### src/rtl/alu_nibble_sequencer.sv
// alu_nibble_sequencer
//
// Runs one WIDTH-bit operation through a single 4-bit 74181-compatible slice,
// one nibble per clock, least significant nibble first. The slice carry-out is
// registered and fed back as the next nibble's carry-in, so a WIDTH-bit add
// ripples across NIBBLES clock cycles. WIDTH must be a multiple of 4, >= 4.
//
// Ports
//   clk, rst_n                 clock (rising edge), async active-low reset
//   req_valid / req_ready      request handshake
//   req_s, req_m, req_cn       74181 select, mode (1 = logic), carry-in (1 = none)
//   req_a, req_b               WIDTH-bit operands
//   alu_s, alu_m, alu_cn,
//   alu_a, alu_b               drive the slice (parked when not running)
//   alu_f, alu_cn_4, alu_a_eq_b slice results, combinational in the same cycle
//   rsp_valid / rsp_ready      response handshake
//   rsp_f, rsp_cout, rsp_eq    result, final carry-out (0 = carry), AND of A=B
module alu_nibble_sequencer #(
    parameter int WIDTH = 16
) (
    input  logic             clk,
    input  logic             rst_n,
    input  logic             req_valid,
    output logic             req_ready,
    input  logic [3:0]       req_s,
    input  logic             req_m,
    input  logic             req_cn,
    input  logic [WIDTH-1:0] req_a,
    input  logic [WIDTH-1:0] req_b,
    output logic [3:0]       alu_s,
    output logic             alu_m,
    output logic             alu_cn,
    output logic [3:0]       alu_a,
    output logic [3:0]       alu_b,
    input  logic [3:0]       alu_f,
    input  logic             alu_cn_4,
    input  logic             alu_a_eq_b,
    output logic             rsp_valid,
    input  logic             rsp_ready,
    output logic [WIDTH-1:0] rsp_f,
    output logic             rsp_cout,
    output logic             rsp_eq
);

    localparam int NIBBLES = WIDTH / 4;
    localparam int IDX_W   = (NIBBLES > 1) ? $clog2(NIBBLES) : 1;
    localparam logic [IDX_W-1:0] LAST_IDX = IDX_W'(NIBBLES - 1);

    typedef enum logic [1:0] {
        IDLE = 2'd0,
        RUN  = 2'd1,
        DONE = 2'd2
    } state_t;

    state_t           state;
    state_t           state_nxt;
    logic [3:0]       s_reg;
    logic             m_reg;
    logic [WIDTH-1:0] a_reg;
    logic [WIDTH-1:0] b_reg;
    logic [WIDTH-1:0] f_reg;
    logic             carry_reg;
    logic             eq_acc;
    logic [IDX_W-1:0] idx;
    logic             accept;
    logic             last_nibble;

    assign accept      = (state == IDLE) && req_valid;
    assign last_nibble = (idx == LAST_IDX);

    // State register
    always_ff @(posedge clk or negedge rst_n) begin
        if (!rst_n) begin
            state <= IDLE;
        end else begin
            state <= state_nxt;
        end
    end

    // Next-state decode
    always_comb begin
        state_nxt = state;
        case (state)
            IDLE:    if (req_valid)   state_nxt = RUN;
            RUN:     if (last_nibble) state_nxt = DONE;
            DONE:    if (rsp_ready)   state_nxt = IDLE;
            default: state_nxt = IDLE;
        endcase
    end

    // Outputs decoded from registered state; slice pins parked outside RUN
    always_comb begin
        req_ready = (state == IDLE);
        rsp_valid = (state == DONE);
        alu_s     = 4'b0000;
        alu_m     = 1'b1;
        alu_cn    = 1'b1;
        alu_a     = 4'h0;
        alu_b     = 4'h0;
        if (state == RUN) begin
            alu_s  = s_reg;
            alu_m  = m_reg;
            alu_cn = carry_reg;
            alu_a  = a_reg[4*int'(idx) +: 4];
            alu_b  = b_reg[4*int'(idx) +: 4];
        end
    end

    // Request capture and per-nibble accumulation
    always_ff @(posedge clk or negedge rst_n) begin
        if (!rst_n) begin
            s_reg     <= 4'b0000;
            m_reg     <= 1'b1;
            a_reg     <= '0;
            b_reg     <= '0;
            f_reg     <= '0;
            carry_reg <= 1'b1;
            eq_acc    <= 1'b0;
            idx       <= '0;
        end else if (accept) begin
            s_reg     <= req_s;
            m_reg     <= req_m;
            a_reg     <= req_a;
            b_reg     <= req_b;
            carry_reg <= req_cn;
            eq_acc    <= 1'b1;
            idx       <= '0;
        end else if (state == RUN) begin
            f_reg[4*int'(idx) +: 4] <= alu_f;
            carry_reg <= alu_cn_4;
            eq_acc    <= eq_acc & alu_a_eq_b;
            // Hold idx on the last nibble so it never wraps inside RUN
            if (!last_nibble) begin
                idx <= idx + 1'b1;
            end
        end
    end

    assign rsp_f    = f_reg;
    assign rsp_cout = carry_reg;
    assign rsp_eq   = eq_acc;

endmodule

### config.mk
export PLATFORM = sky130hd
export DESIGN_NAME = alu_nibble_sequencer
export DESIGN_NICKNAME = d
export VERILOG_FILES = /design/src/rtl/alu_nibble_sequencer.sv
export SDC_FILE = /design/constraint.sdc
export NUM_CORES = 1
export LEC_CHECK = 0
export CORE_AREA = 3 3 81 83
export CTS_CLUSTER_SIZE = 30
export DETAILED_ROUTE_END_ITERATION = 12
export DIE_AREA = 0 0 84 86
export PLACE_DENSITY_LB_ADDON = 0.25
export SYNTH_ARGS = -nofsm -noshare
export SYNTH_HDL_FRONTEND = slang
export SYNTH_SLANG_ARGS = --single-unit
### constraint.sdc
create_clock -name clk -period 2.14 [get_ports clk]
set_input_delay 0.428 -clock clk [delete_from_list [all_inputs] [get_ports clk]]
set_output_delay 0.428 -clock clk [all_outputs]
set_load 0.05 [all_outputs]
==> reports/qor.yml, run 1 <==
setup_path:
  critPathSlowestCell: "mux4_2"
  path_class: "flop to output port"
  critPathLaunchType: "flop"
  cp-end-kind: "output port"
  ff2ff_setup_slack_ns: 0.21
  required_ns: 1.71
  r2r_cells: 7
  path_common_cell: "buf_6"
  r2r-end: "rsp_f[15]$_DFFE_PN0P_"
  cp_cell_sequence: "buf_6 -> mux4_2 -> and2_4 -> buf_6"
  path_max_fanout: 5
  slowest_delay_ns: 0.50
  timing.rr.start: "idx[0]$_DFFE_PN0P_"
  critPathBufInv: 2
  critPathTopFamily: "multiplexers"
  critPathArrivalTime_ns: 1.67
cts:
  htree_levels: 3
  cts_buffers: 9
  cts_tree: "built"
  clk_pin_slew_ns: 0.06
  cts_buffer_depth: 2
  cts_sinks: 59
  cts-root-buf: "clkbuf_8"
  clk_latency_ns: 0.32
final_layout:
  layout.cells.non_filler: 372
  utilization_pct: 67.1
  fill_cells: 471
  nNetsFinal: 345
  drive_gt1_share_pct: 35.0
  area_growth_pct: 42.7
  design_area_mm2: 0.00397
  antenna_cells: 0
power_and_ir_drop:
  p_per_area_mw_per_mm2: 1800
  peakVddDrop_mv: 1.05
  switching_share_pct: 41.5
  internal-power_w: 0.00419
  pwr-share-comb_pct: 59.7
  p_seq_share_pct: 27.1
  p_sw_w: 0.00297
  p_leak_nw: 1.71
  finalPower_w: 0.00716
  clockPowerShare_pct: 13.2
die:
  dieArea_mm2: 0.00722
  placementRows: 28
  dieHeight_um: 86
  die_x_um: 84
  core_mm2: 0.00592
  ios: 82
  initial_core_util_pct: 47.0
placement:
  hpwl_mm: 4.21
  place_area_mm2: 0.00369
  portBuffers: 81
  dp.cells: 351
  gp_congestion: 0.702
  place_ws_ns: 0.234
logic_synthesis:
  synth_edf_count: 0
  synth_ff_type: "dfrtp_1"
  synth_seq_cells: 59
  syn_avg_cell_area_um2: 14.1
  ys_warn_count: 0
  async_reset_ff_share_pct: 100
  synth_fp_nets: 250
  synth_area_mm2: 0.00278
  synth_cells: 197
  yosysSeqAreaShare_pct: 53.1
  synthDistinctLibCells: 30
global_routing:
  grtUsageTotal_pct: 16.6
  antenna_found_initial: 0
  grt_max_degree: 42
  grt_overflow: 0
  grt_pass1_wl_mm: 9.29
  grt_pass1_vias: 1885
routing:
  wl_per_cell_um: 15.4
  dr.first_iter.drc_count: 51
  firstDrtPassIters: 4
  routed_via_density: 5.08
  vias: 1890
  drc_errors: 0
  ant_nets: 0
  routed_wl_mm: 5.74
timing:
  fin_crit_ns: 2.10
  period_share_pct: 98.0
  slew_viol_final: 0
  setup_viol: 0
  fin_ws_ns: 0.0437
  hold_viol_final: 0
  slew_headroom_pct: 59.5
  fin_skew_ns: 0.00586
  rsz0062_at_grt: "yes"
  tightest_slew_ns: 0.607
  timing.fmax_mhz: 477
run:
  drv_cap: 0
status:
  status: "finished clean"
hold_path:
  worstHoldPathType: "input pin to async pin"
-- worst max-delay path by stage --
stage                             from                   end  cells past startpoint
detailed placement           req_valid  b_reg[2]$_DFFE_PN0N_                      4
floorplan           idx[0]$_DFFE_PN0P_              alu_a[0]                      4
finish              idx[0]$_DFFE_PN0P_              alu_b[0]                      4
CTS                 idx[0]$_DFFE_PN0P_              alu_a[1]                      4
global placement    idx[0]$_DFFE_PN0P_              alu_b[3]                      4
global route        idx[0]$_DFFE_PN0P_              alu_a[1]                      4
-- cells by family after synthesis --
family,after synthesis,synth area share (%)
multiplexers,46,22.3
flip-flops,59,53.1
adder cells (fa/ha/maj),5,2.25
AND/OR/NAND/NOR,51,12.9
XOR/XNOR,1,0.315
buffers and inverters,13,4.00
AO/OA/AOI/OAI,22,5.12
-- per-layer routing --
metal	share of wire, %	global-route usage (%)	up-vias	wire length (µm)
li1	-	-	891	-
met1	44	19.9	935	2530
met2	50	28.2	52	2870
met3	4.1	4.42	12	236
met4	1.8	7.46	0	102
met5	0	0	-	0
-- power groups by stage --
stage / clock network, W / registers, W / logic [W]
6_report: 0.000943 / 0.00194 / 0.00427
5_1_grt: 0.00103 / 0.00201 / 0.00452
3_5_place_dp: 0 / 0.00195 / 0.00397
4_1_cts: 0.000973 / 0.00193 / 0.00415
2_1_floorplan: 0 / 0.00237 / 0.00238
3_3_place_gp: 0 / 0.00192 / 0.00392
-- per-stage QoR --
| step | TNS [ns] | hold WS [ns] |
|---|---|---|
| floorplan | 0 | 0.132 |
| global route | -0.163 | 0.132 |
| detailed placement | 0 | 0.466 |
| global placement | 0 | 0.455 |
| CTS | -0.0380 | 0.104 |
| finish | 0 | 0.104 |
-- cell type report --
cell class / instances / area (µm²) / area share (%)
clock buffer: 15 / 186 / 4.69
clock inverter: 1 / 5.00 / 0.126
tap: 75 / 93.8 / 2.36
sequential: 59 / 1480 / 37.2
multi-input combinational: 125 / 1200 / 30.3
timing repair buffer: 94 / 995 / 25.0
inverter: 3 / 11.3 / 0.283
-- cells in the mapped netlist, types with 5 or more instances --
cell type   n  area share, %
a22o_1      8            2.5
and2_1     12            2.7
buf_6       6            2.4
dfrtp_1    57             51
ha_1        5            2.2
mux2_2     33             13
nand2_1    19            2.6
o21ai_0    12            2.2
-- worst register-to-register path, cell delays in order, from the launching register on --
cell and delay [ns]:
dfrtp_1 0.39, buf_6 0.14, buf_4 0.12, buf_4 0.13, inv_1 0.13, ha_2 0.36
nor4b_2 0.40, a22o_1 0.19
-- layout by cell type (no fill, tap or decap), types with 4 or more instances in the layout --
master	synthesis	final
nand2_1	19	19
dfrtp_1	57	57
nor2_1	4	4
buf_4	0	12
o21ai_0	12	12
mux2_1	4	4
buf_12	1	7
buf_6	6	9
nand2b_1	4	4
mux4_2	4	8
mux2_2	33	33
and2_4	0	8
ha_1	5	4
clkdlybuf4s50_1	0	63
and2_1	12	4
clkbuf_8	0	13
a22o_1	8	8
-- timing repair --
action,in CTS,in global routing
hold buffers,0,0
setup endpoints to repair,7,9
gates resized for setup,11,15
buffers inserted,4,1
Power figures use the tool's default switching activity.
==> inputs of run 2 (changes only) <==
RECOVER_POWER = 50   (was default)
==> reports/qor.yml, run 2 (same netlist as run 1, synthesis figures left out) <==
global_routing:
  antenna_found_initial: 0  # unchanged
  grt_pass1_wl_mm: 9.29  # unchanged
  grt_max_degree: 42  # unchanged
  grtUsageTotal_pct: 16.6  # unchanged
  grt_overflow: 0  # unchanged
  grt_pass1_vias: 1885  # unchanged
cts:
  cts_hold_buf: 0  # unchanged
  htree_levels: 3  # unchanged
  cts_buffer_depth: 2  # unchanged
  cts_sinks: 59  # unchanged
  clk_latency_ns: 0.32  # about the same
  clk_pin_slew_ns: 0.06  # about the same
  cts_tree: "built"  # unchanged
  cts_buffers: 9  # unchanged
  cts-root-buf: "clkbuf_8"  # unchanged
final_layout:
  nNetsFinal: 345  # unchanged
  fill_cells: 471  # unchanged
  drive_gt1_share_pct: 34.3  # was 35.0%
  layout_commonest_cell: "clkdlybuf4s50_1"  # unchanged
  layout.cells.non_filler: 372  # unchanged
  design_area_mm2: 0.00397  # about the same
  area_growth_pct: 42.5  # was 42.7%
  final_cell_mix: "63 x clkdlybuf4s50_1, 57 x dfrtp_1, 33 x mux2_2, 19 x nand2_1, 13 x clkbuf_8"  # unchanged
  antenna_cells: 0  # unchanged
routing:
  ant_nets: 0  # unchanged
  routed_via_density: 5.06  # was 5.08
  firstDrtPassIters: 4  # unchanged
  drc_errors: 0  # unchanged
  dr.first_iter.drc_count: 51  # unchanged
  vias: 1884  # was 1,890
  routed_wl_mm: 5.74  # unchanged
  wl_per_cell_um: 15.4  # unchanged
setup_path:
  critPathSlowestCell: "mux4_2"  # unchanged
  cp-end-kind: "output port"  # unchanged
  timing.rr.start: "idx[0]$_DFFE_PN0P_"  # unchanged
  critPathTopFamily: "multiplexers"  # unchanged
  path_max_fanout: 5  # unchanged
  critPathArrivalTime_ns: 1.67  # about the same
  cp_cell_sequence: "buf_6 -> mux4_2 -> and2_4 -> buf_6"  # unchanged
  ff2ff_setup_slack_ns: 0.21  # about the same
  critPathLaunchType: "flop"  # unchanged
  slowest_delay_ns: 0.50  # about the same
  r2r_cells: 7  # unchanged
  r2r-end: "rsp_f[15]$_DFFE_PN0P_"  # unchanged
  path_class: "flop to output port"  # unchanged
  path_common_cell: "buf_6"  # unchanged
  critPathBufInv: 2  # unchanged
  required_ns: 1.71  # about the same
placement:
  dp.cells: 351  # unchanged
  hpwl_mm: 4.21  # unchanged
  portBuffers: 81  # unchanged
  place_area_mm2: 0.00369  # unchanged
  gp_congestion: 0.702  # unchanged
timing:
  fin_crit_ns: 2.10  # about the same
  slew_viol_final: 0  # unchanged
  rsz0062_at_grt: "yes"  # unchanged
  setup_viol: 0  # unchanged
  tightest_slew_ns: 1.46  # was 0.607 ns
  period_share_pct: 98.0  # about the same
  hold_viol_final: 0  # unchanged
  tns_ns: 0  # unchanged
  hold_ws_ns: 0.433  # was 0.104 ns
  slew_headroom_pct: 2.60  # was 59.5%
  fin_skew_ns: 0.00549  # was 0.00586 ns
  timing.fmax_mhz: 477  # about the same
die:
  ios: 82  # unchanged
  die_x_um: 84  # unchanged
  placementRows: 28  # unchanged
  dieHeight_um: 86  # unchanged
  initial_core_util_pct: 47.0  # unchanged
  dieArea_mm2: 0.00722  # unchanged
  core_mm2: 0.00592  # unchanged
power_and_ir_drop:
  p_leak_nw: 1.70  # was 1.71 nW
  p_per_area_mw_per_mm2: 1800  # about the same
  peakVddDrop_mv: 1.05  # about the same
  finalPower_w: 0.00715  # was 0.00716 W
run:
  drv_cap: 0  # unchanged
hold_path:
  worstHoldPathType: "input pin to async pin"  # unchanged
status:
  status: "finished clean"  # unchanged
==> run 2: layout make-up <==
type	count	area, µm²	share of cell area (%)
Clock buffer	15	186	4.70
Inverter	3	11.3	0.284
Sequential cell	59	1480	37.3
Timing Repair Buffer	94	990	24.9
Clock inverter	1	5.00	0.126
Multi-Input combinational cell	125	1200	30.3
Tap cell	75	93.8	2.37
==> run 2: timing repair <==
action,in CTS,in global routing
gates resized for setup,11,15
buffers inserted,4,1
setup endpoints to repair,7,9
endpoints found under the hold margin,0,0
==> run 2: metal layers <==
metal  up-vias  routed length, µm  GRT usage [%]
li1        891                  -              -
met1       935               2510           19.9
met2        49               2890           28.2
met3         9                252           4.42
met4         0                 93           7.46
met5         -                  0              0
==> run 2: how the worst max path moves through the flow <==
stage               cells after the start          startpoint                   end  slack, ns
detailed placement                      4           req_valid  b_reg[2]$_DFFE_PN0N_       0.23
global route                            4  idx[0]$_DFFE_PN0P_              alu_a[1]      -0.04
finish                                  4  idx[0]$_DFFE_PN0P_              alu_b[0]       0.04
global placement                        4  idx[0]$_DFFE_PN0P_              alu_b[3]       0.26
floorplan                               4  idx[0]$_DFFE_PN0P_              alu_a[0]       0.28
CTS                                     4  idx[0]$_DFFE_PN0P_              alu_a[1]      -0.02
==> run 2: power by group <==
| part | internal [W] | switching, W |
|---|---|---|
| Clock | 0.000546 | 0.000399 |
| Sequential | 0.00167 | 0.000272 |
| Combinational | 0.00197 | 0.00230 |
==> run 2: metrics by stage <==
step	util [%]	worst slack, ns
finish	67.0	0.0421
global route	67.0	-0.0388
global placement	62.3	0.263
detailed placement	62.3	0.234
floorplan	-	0.280
CTS	66.7	-0.0163
==> inputs of run 3 (changes only) <==
CAP_MARGIN = 20   (was default)
CORE_AREA = 2 2 80 82   (was 3 3 81 83)
DIE_AREA = 0 0 82 84   (was 0 0 84 86)
TNS_END_PERCENT = 1   (was default)
==> reports/qor.yml, run 3 (same netlist as run 1, synthesis figures left out) <==
status:
  status: "finished clean"  # unchanged
routing:
  routed_wl_mm: 5.70  # was 5.74 mm
  drc_errors: 0  # unchanged
  dr.first_iter.drc_count: 45  # was 51
  wl_per_cell_um: 15.2  # was 15.4 µm
  vias: 1890  # was 1,884
  ant_nets: 0  # unchanged
  firstDrtPassIters: 4  # unchanged
  routed_via_density: 5.05  # was 5.06
die:
  die_x_um: 82  # was 84 µm
  core_mm2: 0.00610  # was 0.00592 mm²
  dieHeight_um: 84  # was 86 µm
  placementRows: 29  # was 28
  dieArea_mm2: 0.00689  # was 0.00722 mm²
  initial_core_util_pct: 45.7  # was 47.0%
  ios: 82  # unchanged
power_and_ir_drop:
  p_sw_w: 0.00297  # about the same
  pwr-share-comb_pct: 59.4  # was 59.7%
  p_seq_share_pct: 28.0  # was 27.1%
  peakVddDrop_mv: 1.09  # was 1.05 mV
  internal-power_w: 0.00405  # was 0.00418 W
  p_per_area_mw_per_mm2: 1800  # about the same
  p_leak_nw: 1.65  # was 1.70 nW
  clockPowerShare_pct: 12.6  # was 13.2%
  switching_share_pct: 42.3  # was 41.5%
final_layout:
  design_area_mm2: 0.00389  # was 0.00397 mm²
  antenna_cells: 0  # unchanged
  nNetsFinal: 345  # unchanged
  layout_commonest_cell: "clkdlybuf4s50_1"  # unchanged
  area_growth_pct: 39.9  # was 42.5%
  drive_gt1_share_pct: 32.7  # was 34.3%
  final_cell_mix: "64 x clkdlybuf4s50_1, 57 x dfrtp_1, 33 x mux2_2, 19 x nand2_1, 12 x o21ai_0"  # was 63 x clkdlybuf4s50_1, 57 x dfrtp_1, 33 x mux2_2, 19 x nand2_1, 13 x clkbuf_8
cts:
  cts_tree: "built"  # unchanged
  cts-root-buf: "clkbuf_8"  # unchanged
  cts_buffers: 9  # unchanged
  clk_pin_slew_ns: 0.07  # was 0.06 ns
  clk_latency_ns: 0.33  # was 0.32 ns
  htree_levels: 3  # unchanged
  cts_buffer_depth: 2  # unchanged
  cts_sinks: 59  # unchanged
global_routing:
  grtUsageTotal_pct: 19.1  # was 16.6%
  grt_overflow: 0  # unchanged
  grt_max_degree: 42  # unchanged
  grt_pass1_vias: 2092  # was 1,885
  antenna_found_initial: 0  # unchanged
  grt_pass1_wl_mm: 9.77  # was 9.29 mm
setup_path:
  cp-end-kind: "output port"  # unchanged
  required_ns: 1.71  # about the same
  critPathLaunchType: "flop"  # unchanged
  critPathArrivalTime_ns: 1.70  # was 1.67 ns
  path_max_fanout: 7  # was 5
  path_class: "flop to output port"  # unchanged
timing:
  period_share_pct: 99.4  # was 98.0%
  hold_viol_final: 0  # unchanged
  slew_headroom_pct: 6.29  # was 2.60%
  slew_viol_final: 0  # unchanged
  rsz0062_at_grt: "yes"  # unchanged
  hold_ws_ns: 0.413  # was 0.433 ns
  tightest_slew_ns: 1.41  # was 1.46 ns
  timing.fmax_mhz: 470  # was 477 MHz
  fin_skew_ns: 0.00803  # was 0.00549 ns
  setup_viol: 0  # unchanged
  fin_crit_ns: 2.13  # was 2.10 ns
placement:
  place_area_mm2: 0.00370  # was 0.00369 mm²
  hpwl_mm: 4.23  # was 4.21 mm
  gp_congestion: 0.737  # was 0.702
  portBuffers: 81  # unchanged
hold_path:
  worstHoldPathType: "input pin to async pin"  # unchanged
run:
  drv_cap: 0  # unchanged
==> run 3: area by class of cell <==
type | instances | area (µm²)
Clock buffer | 14 | 163
Clock inverter | 2 | 10.0
Fill cell | 487 | 2200
Inverter | 3 | 11.3
Multi-Input combinational cell | 125 | 1190
Sequential cell | 59 | 1480
Tap cell | 77 | 96.3
Timing Repair Buffer | 94 | 948
==> run 3: power groups by stage <==
| stage | logic (W) | clock network, W | registers [W] |
|---|---|---|---|
| after global routing | 0.00444 | 0.000975 | 0.00204 |
| after floorplan | 0.00238 | 0 | 0.00237 |
| after global placement | 0.00392 | 0 | 0.00194 |
| after CTS | 0.00409 | 0.000915 | 0.00196 |
| final | 0.00417 | 0.000884 | 0.00196 |
| after detailed placement | 0.00398 | 0 | 0.00197 |
==> run 3: layer usage <==
layer / global-route usage [%] / up-vias / share of wire (%)
li1: - / 890 / -
met5: 0 / - / 0
met2: 29.3 / 54 / 49
met3: 4.55 / 9 / 5.0
met4: 10.0 / 0 / 2.1
met1: 24.8 / 937 / 44
==> run 3: repair_timing <==
action | in CTS | in global routing
hold buffers | 0 | 0
endpoints found under the setup margin | 8 | 13
buffers inserted | 1 | 1
gates resized for setup | 9 | 14
hold endpoints to repair | 0 | 0
==> run 3: critical path: stages, from the launching register on <==
cell and delay, ns:
dfrtp_1 0.38, buf_6 0.17, mux4_2 0.51, and2_4 0.18, buf_6 0.14
==> run 3: stage by stage <==
stage          power, W  util [%]  instances  setup slack, ns  TNS (ns)
3_3_place_gp    0.00586      60.8        356            0.259         0
6_report        0.00702      63.9        374           0.0129         0
5_1_grt         0.00745      63.9        374          -0.0493    -0.258
2_1_floorplan   0.00475         -        197            0.280         0
3_5_place_dp    0.00595      60.8        356            0.220         0
4_1_cts         0.00697      64.0        373          -0.0367   -0.0753
==> run 3: worst paths after layout <==
kind	startpoint	end	slack, ns	depth (start not counted)
worst max-delay path	idx[0]$_DFFE_PN0P_	alu_a[3]	0.01	4
worst min-delay path	rst_n	b_reg[12]$_DFFE_PN0N_	0.41	1
worst max register to register	idx[0]$_DFFE_PN0P_	rsp_f[0]$_DFFE_PN0P_	0.26	7
worst min register to register	rsp_f[7]$_DFFE_PN0P_	rsp_f[7]$_DFFE_PN0P_	0.48	2
max in group asynchronous	rst_n	b_reg[7]$_DFFE_PN0N_	0.61	2
min in group clk	rsp_f[7]$_DFFE_PN0P_	rsp_f[7]$_DFFE_PN0P_	0.48	2
